`config.mk`:
```
export PLATFORM = sky130hd
export DESIGN_NAME = collision_scanner
export DESIGN_NICKNAME = d
export VERILOG_FILES = /design/src/rtl/collision_pkg.sv /design/src/rtl/horizon_pkg.sv /design/src/rtl/box_overlap.sv /design/src/rtl/collision_scanner.sv
export SDC_FILE = /design/constraint.sdc
export NUM_CORES = 1
export LEC_CHECK = 0
export ABC_AREA = 1
export BUFFER_PORTS_ARGS = -buffer_cell sky130_fd_sc_hd__buf_2
export CAP_MARGIN = 20
export CORE_ASPECT_RATIO = 0.75
export CORE_MARGIN = 4
export CORE_UTILIZATION = 40
export DETAILED_ROUTE_END_ITERATION = 7
export PLACE_DENSITY_LB_ADDON = 0.12
export SYNTH_ARGS = -nofsm -noshare
export SYNTH_HDL_FRONTEND = slang
export SYNTH_SLANG_ARGS = --single-unit
```
`constraint.sdc`:
```
create_clock -name clk -period 13.9 [get_ports clk]
set_input_delay 0.695 -clock clk [delete_from_list [all_inputs] [get_ports clk]]
set_output_delay 0.695 -clock clk [all_outputs]
set_load 0.03 [all_outputs]
```
`src/rtl/collision_pkg.sv`:
```
// Types and sizing for the T-rex vs. obstacle collision scanner.
package collision_pkg;
  typedef enum logic [1:0] {
    IDLE = 2'd0,
    SCAN = 2'd1,
    DONE = 2'd2
  } state_t;

  localparam int unsigned INSET_DEFAULT = 2;
  localparam int unsigned XPOS_W        = 11;
  localparam int unsigned COORD_W       = 10;
  localparam int unsigned ARITH_W       = 13;
  localparam int unsigned IDX_W         = 3;

  // Screen box: signed left edge, unsigned top edge and size.
  typedef struct packed {
    logic [XPOS_W-1:0]  x;
    logic [COORD_W-1:0] y;
    logic [COORD_W-1:0] w;
    logic [COORD_W-1:0] h;
  } box_t;
endpackage

```
`src/rtl/horizon_pkg.sv`:
```
// Game-wide sizing shared by the horizon and its consumers.
package horizon_pkg;
  localparam int unsigned MAX_OBSTACLES = 7;
endpackage

```
`src/rtl/box_overlap.sv`:
```
// Combinational overlap test of two boxes, each shrunk by INSET on every side.
module box_overlap
  import collision_pkg::*;
#(
  parameter int unsigned INSET = INSET_DEFAULT
) (
  input  box_t a,
  input  box_t b,
  output logic hit_c
);
  typedef logic signed [ARITH_W-1:0] arith_t;

  localparam arith_t INS  = arith_t'(INSET);
  localparam arith_t INS2 = arith_t'(2 * INSET);

  function automatic arith_t left_edge(input logic [XPOS_W-1:0] x);
    return $signed({{(ARITH_W-XPOS_W){x[XPOS_W-1]}}, x}) + INS;
  endfunction

  function automatic arith_t top_edge(input logic [COORD_W-1:0] y);
    return $signed({{(ARITH_W-COORD_W){1'b0}}, y}) + INS;
  endfunction

  // Size minus both insets, floored at zero.
  function automatic arith_t inset_size(input logic [COORD_W-1:0] s);
    arith_t v;
    v = $signed({{(ARITH_W-COORD_W){1'b0}}, s}) - INS2;
    return v[ARITH_W-1] ? '0 : v;
  endfunction

  arith_t ax, ay, aw, ah;
  arith_t bx, by, bw, bh;

  assign ax = left_edge(a.x);
  assign ay = top_edge(a.y);
  assign aw = inset_size(a.w);
  assign ah = inset_size(a.h);
  assign bx = left_edge(b.x);
  assign by = top_edge(b.y);
  assign bw = inset_size(b.w);
  assign bh = inset_size(b.h);

  // Degenerate boxes are excluded explicitly; strict compares alone would let a
  // zero-size box inside the other one report a hit.
  always_comb begin
    hit_c = (aw != '0) && (ah != '0) && (bw != '0) && (bh != '0) &&
            (ax < bx + bw) && (bx < ax + aw) &&
            (ay < by + bh) && (by < ay + ah);
  end
endmodule

```
`src/rtl/collision_scanner.sv`:
```
// Sequentially scans obstacle slots against a snapshot of the T-rex box and
// raises a sticky crash flag on the lowest-index overlap.
module collision_scanner
  import collision_pkg::*;
#(
  parameter int unsigned N_SLOTS = horizon_pkg::MAX_OBSTACLES,
  parameter int unsigned INSET   = INSET_DEFAULT
) (
  input  logic                      clk,
  input  logic                      rst,
  input  logic                      scan,
  input  logic                      clear,
  input  logic signed [XPOS_W-1:0]  trex_x_pos,
  input  logic        [COORD_W-1:0] trex_y_pos,
  input  logic        [COORD_W-1:0] trex_width,
  input  logic        [COORD_W-1:0] trex_height,
  input  logic                      obstacle_start  [N_SLOTS],
  input  logic signed [XPOS_W-1:0]  obstacle_x_pos  [N_SLOTS],
  input  logic        [COORD_W-1:0] obstacle_y_pos  [N_SLOTS],
  input  logic        [COORD_W-1:0] obstacle_width  [N_SLOTS],
  input  logic        [COORD_W-1:0] obstacle_height [N_SLOTS],
  output logic                      busy,
  output logic                      done,
  output logic                      crash,
  output logic        [IDX_W-1:0]   hit_index
);
  state_t           state, next_state;
  logic [IDX_W-1:0] idx, idx_d;
  box_t             trex_q, trex_d, trex_in, slot_box;
  logic             slot_start, geo_hit_c, slot_hit_c, last_slot, accept_c;
  logic             busy_d, done_d, crash_d;
  logic [IDX_W-1:0] hit_d;

  assign trex_in = '{x: trex_x_pos, y: trex_y_pos, w: trex_width, h: trex_height};

  // Select the live obstacle addressed by idx.
  always_comb begin
    slot_start = 1'b0;
    slot_box   = '0;
    for (int unsigned i = 0; i < N_SLOTS; i++) begin
      if (idx == IDX_W'(i)) begin
        slot_start = obstacle_start[i];
        slot_box   = '{x: obstacle_x_pos[i], y: obstacle_y_pos[i],
                       w: obstacle_width[i], h: obstacle_height[i]};
      end
    end
  end

  box_overlap #(.INSET(INSET)) u_overlap (
    .a     (trex_q),
    .b     (slot_box),
    .hit_c (geo_hit_c)
  );

  assign slot_hit_c = slot_start && geo_hit_c;
  assign last_slot  = (idx == IDX_W'(N_SLOTS - 1));
  assign accept_c   = (state == IDLE) && scan && !crash && !clear;

  // State register.
  always_ff @(posedge clk or negedge rst) begin
    if (!rst) begin
      state <= IDLE;
    end else begin
      state <= next_state;
    end
  end

  // Next-state logic; clear aborts any scan.
  always_comb begin
    next_state = state;
    unique case (state)
      IDLE: if (accept_c) next_state = SCAN;
      SCAN: begin
        if (clear) begin
          next_state = IDLE;
        end else if (slot_hit_c || last_slot) begin
          next_state = DONE;
        end
      end
      DONE:    next_state = IDLE;
      default: next_state = IDLE;
    endcase
  end

  // Next values of the registered outputs and datapath.
  always_comb begin
    busy_d  = (next_state != IDLE);
    done_d  = (next_state == DONE);
    crash_d = crash;
    hit_d   = hit_index;
    idx_d   = idx;
    trex_d  = trex_q;
    if (clear) begin
      crash_d = 1'b0;
      hit_d   = '0;
      idx_d   = '0;
    end else begin
      unique case (state)
        IDLE: begin
          if (accept_c) begin
            idx_d  = '0;
            trex_d = trex_in;
          end
        end
        SCAN: begin
          if (slot_hit_c) begin
            crash_d = 1'b1;
            hit_d   = idx;
          end else if (!last_slot) begin
            idx_d = idx + IDX_W'(1);
          end
        end
        default: ;
      endcase
    end
  end

  // Datapath and output registers.
  always_ff @(posedge clk or negedge rst) begin
    if (!rst) begin
      idx       <= '0;
      trex_q    <= '0;
      busy      <= 1'b0;
      done      <= 1'b0;
      crash     <= 1'b0;
      hit_index <= '0;
    end else begin
      idx       <= idx_d;
      trex_q    <= trex_d;
      busy      <= busy_d;
      done      <= done_d;
      crash     <= crash_d;
      hit_index <= hit_d;
    end
  end
endmodule

```
==> report_table.html <==
<table>
<tr><th>Metric</th><th>Value</th></tr>
<tr><th colspan="2">Clocking</th></tr>
<tr><td>Max clock buf depth</td><td>2</td></tr>
<tr><td>Worst-Skew Late Latency</td><td>0.30 ns</td></tr>
<tr><td>TritonCTS sink count</td><td>52</td></tr>
<tr><td>Number of buffers inserted to repair setup after CTS</td><td>0</td></tr>
<tr><td>Hold buffers post-CTS</td><td>0</td></tr>
<tr><td>Clock buffers created by TritonCTS</td><td>5</td></tr>
<tr><td>Clock tree from TritonCTS</td><td>built</td></tr>
<tr><td>PostCTS Resize Cnt</td><td>0</td></tr>
<tr><td>CTS Root Buffer Type</td><td>sky130_fd_sc_hd__clkbuf_16</td></tr>
<tr><td>H-Tree Depth</td><td>2</td></tr>
<tr><td>Clock transition at the registers of the reported paths</td><td>0.07 ns</td></tr>
<tr><th colspan="2">Pwr</th></tr>
<tr><td>Combinational power share</td><td>0.884</td></tr>
<tr><td>Proportion of total power due to net switching</td><td>0.5750</td></tr>
<tr><td>Power per cell area</td><td>297.9 nW/um2</td></tr>
<tr><td>Seq pwr share</td><td>0.075</td></tr>
<tr><td>Power share of the clock group</td><td>0.041</td></tr>
<tr><td>VDD IR-drop max</td><td>0.1603 mV</td></tr>
<tr><td>Leakage power summed over all cells</td><td>0.006963 uW</td></tr>
<tr><td>Design internal power</td><td>1508 uW</td></tr>
<tr><td>P_sw</td><td>2040 uW</td></tr>
<tr><th colspan="2">Place</th></tr>
<tr><td>Dpl cells</td><td>2,338</td></tr>
<tr><td>Post-place instance area</td><td>11,740 um2</td></tr>
<tr><td>Routability cong.</td><td>~0.96</td></tr>
<tr><td>Count of buffers from port buffering</td><td>between 300 and 400</td></tr>
<tr><td>Placed wire-length estimate after detailed placement</td><td>32,290 um</td></tr>
<tr><th colspan="2">Routing</th></tr>
<tr><td>Average wire per cell in the routed design</td><td>16.14 um</td></tr>
<tr><td># DRC</td><td>0</td></tr>
<tr><td>Detailed-route vias per instance</td><td>5.031</td></tr>
<tr><td>Post-detailed-route count of antenna-violating nets</td><td>0</td></tr>
<tr><td>First-pass DRT Iterations</td><td>7</td></tr>
<tr><td>Total vias in the final route</td><td>~12,000</td></tr>
<tr><td>Detailed Route Iter0 Violations</td><td>705</td></tr>
<tr><td>Post-Route WL</td><td>~38,000 um</td></tr>
<tr><th colspan="2">Timing</th></tr>
<tr><td>Headroom to the max-slew limit</td><td>0.4420</td></tr>
<tr><td>Hold Vio Cnt, Final</td><td>0</td></tr>
<tr><td>Clock tree skew after final layout</td><td>~0.010 ns</td></tr>
<tr><td>Count of final setup violators</td><td>0</td></tr>
<tr><td>Final critical-path required period</td><td>6.488 ns</td></tr>
<tr><td>Max Clk Rate</td><td>154.1 MHz</td></tr>
<tr><td>Unrepaired setup endpoints after global routing</td><td>no</td></tr>
<tr><td>Pin slew with the least headroom to its limit</td><td>0.8330 ns</td></tr>
<tr><td>Setup_tns</td><td>0 ns</td></tr>
<tr><td>Max Slew Vio Count</td><td>0</td></tr>
<tr><td>Share of the clock period used by the worst path</td><td>0.4667</td></tr>
<tr><th colspan="2">Floorplanning</th></tr>
<tr><td>Die boundary width</td><td>189.7 um</td></tr>
<tr><td>Starting utilization of the core area</td><td>0.4102</td></tr>
<tr><td>Total I/O pin count</td><td>between 300 and 400</td></tr>
<tr><td>Core Rows</td><td>49</td></tr>
<tr><td>Total Die Area</td><td>27,380 um2</td></tr>
<tr><td>Height of the chip</td><td>roughly 140 um</td></tr>
<tr><td>Core box area</td><td>roughly 24,000 um2</td></tr>
<tr><th colspan="2">Synthesis</th></tr>
<tr><td>Gate count of the mapped netlist</td><td>roughly 1,700</td></tr>
<tr><td>Post-synthesis area per instance</td><td>5.785 um2</td></tr>
<tr><td>Post-synth net total</td><td>2,153</td></tr>
<tr><td>Main synth FF type</td><td>sky130_fd_sc_hd__dfrtp_1</td></tr>
<tr><td>Async set or reset register ratio after synthesis</td><td>1.000</td></tr>
<tr><td>Ys Warns</td><td>0</td></tr>
<tr><td>Area share of the largest cell type after synthesis</td><td>0.2095</td></tr>
<tr><td>Ranking of synthesized cells by area</td><td>sky130_fd_sc_hd__nand2_1 (21%), sky130_fd_sc_hd__dfrtp_1 (13%), sky130_fd_sc_hd__ha_1 (12%)</td></tr>
<tr><td>Cell type contributing the most total cell area after synthesis</td><td>sky130_fd_sc_hd__nand2_1</td></tr>
<tr><td>Number of flops mapped to enable cells by yosys</td><td>0</td></tr>
<tr><td>Combined area of all synthesized cells</td><td>slightly below 10,000 um2</td></tr>
<tr><td>Sequential element share of the synthesized area</td><td>0.1313</td></tr>
<tr><td>Post-synthesis cell type count</td><td>48</td></tr>
<tr><td>Synthesized flop and latch total</td><td>52</td></tr>
<tr><th colspan="2">Finish</th></tr>
<tr><td>Ratio of cells with drive above 1 in the final layout</td><td>0.2194</td></tr>
<tr><td>Fin util</td><td>0.4931</td></tr>
<tr><td>Most frequent standard cell in the layout excluding fill and tap cells</td><td>sky130_fd_sc_hd__nand2_1</td></tr>
<tr><td>Final cell count without fillers</td><td>2,347</td></tr>
<tr><td>NumNets Final</td><td>roughly 2,500</td></tr>
<tr><td>Area growth from synthesis to layout</td><td>20.20%</td></tr>
<tr><td>Design area</td><td>11,910 um2</td></tr>
<tr><td>Most used cells in the layout excluding fill and tap cells</td><td>sky130_fd_sc_hd__nand2_1 (553), sky130_fd_sc_hd__buf_2 (344), sky130_fd_sc_hd__inv_1 (230)</td></tr>
<tr><td>Number of filler instances in the final layout</td><td>2,702</td></tr>
<tr><th colspan="2">Setup path</th></tr>
<tr><td>Most used cell, CP</td><td>sky130_fd_sc_hd__nand2_1</td></tr>
<tr><td>Critical path data arrival time</td><td>6.73 ns</td></tr>
<tr><td>Startpoint of the most critical register-to-register path</td><td>idx[1]</td></tr>
<tr><td>Critical path depth</td><td>40</td></tr>
<tr><td>Slowest cell on the critical path</td><td>sky130_fd_sc_hd__ha_1</td></tr>
<tr><td>Crit path buf inv count</td><td>4</td></tr>
<tr><td>Delay of the slowest cell on the worst path</td><td>0.55 ns</td></tr>
<tr><td>Critical path launch point type</td><td>flop</td></tr>
<tr><td>Required time of the critical path</td><td>14.15 ns</td></tr>
<tr><td>Family with the most delay on the worst path</td><td>simple AND/OR/NAND/NOR gates</td></tr>
<tr><td>Setup crit end kind</td><td>flop</td></tr>
<tr><td>Register-to-register path setup slack</td><td>roughly 7.4 ns</td></tr>
<tr><td>Worst r2r path cells</td><td>40</td></tr>
<tr><td>Critical path capture point</td><td>idx[2]</td></tr>
<tr><td>Worst setup path start</td><td>idx[1]</td></tr>
<tr><td>Capturing point of the worst reg2reg path</td><td>idx[2]</td></tr>
<tr><td>Type of the worst setup path</td><td>reg2reg</td></tr>
<tr><td>Max FO, Critical Path</td><td>36</td></tr>
<tr><th colspan="2">GRT</th></tr>
<tr><td>Pin count of the biggest net entering global routing</td><td>85</td></tr>
<tr><td>Wire length of the first global-routing pass</td><td>58,480 um</td></tr>
<tr><td>GR Util All Layers</td><td>0.2681</td></tr>
<tr><td>Vias in the first global route</td><td>11,257</td></tr>
<tr><td>Number of antenna violations at the first check in global routing</td><td>1</td></tr>
<tr><td>GRT Residual Overflow</td><td>0</td></tr>
<tr><th colspan="2">Min path</th></tr>
<tr><td>Class of the tightest hold or removal check</td><td>reg2reg</td></tr>
<tr><th colspan="2">Status</th></tr>
<tr><td>Result of the run</td><td>finished, final reports clean</td></tr>
<tr><th colspan="2">Flow run</th></tr>
<tr><td>Number of violations of the max-capacitance limit</td><td>0</td></tr>
</table>
==> cells by family after synthesis <==
family	synth area share
buffers and inverters	0.1288
xor gates and xnor gates	0.05821
adders and majority gates	0.1306
AOI/OAI and AO/OA	0.1163
and+or+nand+nor	0.4348
DFF	0.1313
==> sequential cells by signal (all words and copies together), names as in the netlist <==
register	flops
trex_q	41
state	2
hit_index	3
done	1
crash	1
idx	3
busy	1
==> power groups by stage <==
stage,Combinational (uW),Sequential [uW],Clock [uW]
after global routing,3640,274,154
after detailed placement,3140,268,0
after CTS,3150,266,150
final,3140,266,145
after floorplan,2420,262,0
after global placement,3080,268,0
==> per-stage QoR <==
stage | setup WS [ns] | power [uW] | hold slack, ns
2_1_floorplan | 8.819 | 2679 | 0.3994
3_3_place_gp | 7.602 | 3347 | 0.4634
3_5_place_dp | 7.480 | 3404 | 0.4608
4_1_cts | 7.452 | 3568 | 0.4789
5_1_grt | 6.631 | 4071 | 0.5019
6_report | 7.412 | 3549 | 0.4700
==> final cells by class <==
type,count,area [um2],share of cell area
Antenna cell,1,2.502,0.0002101
Sequential cell,52,1301,0.1092
Multi-Input combinational cell,1364,7340,0.6162
Timing Repair Buffer,352,1782,0.1496
Inverter,239,904.6,0.07595
Clock inverter,3,42.54,0.003571
Tap cell,331,414.1,0.03477
Clock buffer,5,125.1,0.01050
==> cells in the mapped netlist (6+ instances only) <==
master and count:
sky130_fd_sc_hd__nand2_2 13, sky130_fd_sc_hd__nor2_1 164, sky130_fd_sc_hd__inv_1 230, sky130_fd_sc_hd__ha_1 97, sky130_fd_sc_hd__dfrtp_1 52, sky130_fd_sc_hd__o21ai_1 17
sky130_fd_sc_hd__nor3_1 12, sky130_fd_sc_hd__or2_0 9, sky130_fd_sc_hd__o21bai_1 6, sky130_fd_sc_hd__or2_2 28, sky130_fd_sc_hd__nand4_1 17, sky130_fd_sc_hd__buf_6 12
sky130_fd_sc_hd__xor2_1 48, sky130_fd_sc_hd__nand3_1 167, sky130_fd_sc_hd__nand2_1 553, sky130_fd_sc_hd__buf_2 21, sky130_fd_sc_hd__xnor2_1 16, sky130_fd_sc_hd__a21oi_2 7
sky130_fd_sc_hd__clkbuf_1 15, sky130_fd_sc_hd__o211ai_1 20, sky130_fd_sc_hd__a21oi_1 66, sky130_fd_sc_hd__o21ai_0 70, sky130_fd_sc_hd__nor2_2 9, sky130_fd_sc_hd__buf_4 7
==> routing by layer <==
metal / part of all wire / track usage / routed length, um / vias to the layer above
met3: 0.070 / 0.05598 / 2647 / 52
met4: 0.026 / 0.07534 / 988 / 0
met2: 0.44 / 0.4421 / 16800 / 361
li1: - / - / - / 6037
met5: 0 / 0 / 0 / -
met1: 0.46 / 0.3589 / 17440 / 5358
==> worst min-delay path, delay by kind of cell, from the launching register on <==
kind,cells,cell delay (ns)
DFF,1,0.34
and+or+nand+nor,2,0.10
==> worst min-delay path by stage <==
stage | start | to | slack [ns] | cells after the start
after CTS | hit_index[2] | hit_index[2] | 0.48 | 2
after floorplan | rst | busy | 0.40 | 0
final | hit_index[2] | hit_index[2] | 0.47 | 2
after global placement | hit_index[2] | hit_index[2] | 0.46 | 2
after detailed placement | hit_index[2] | hit_index[2] | 0.46 | 2
after global routing | hit_index[0] | hit_index[0] | 0.50 | 2
(Power assumes the default switching activity.)
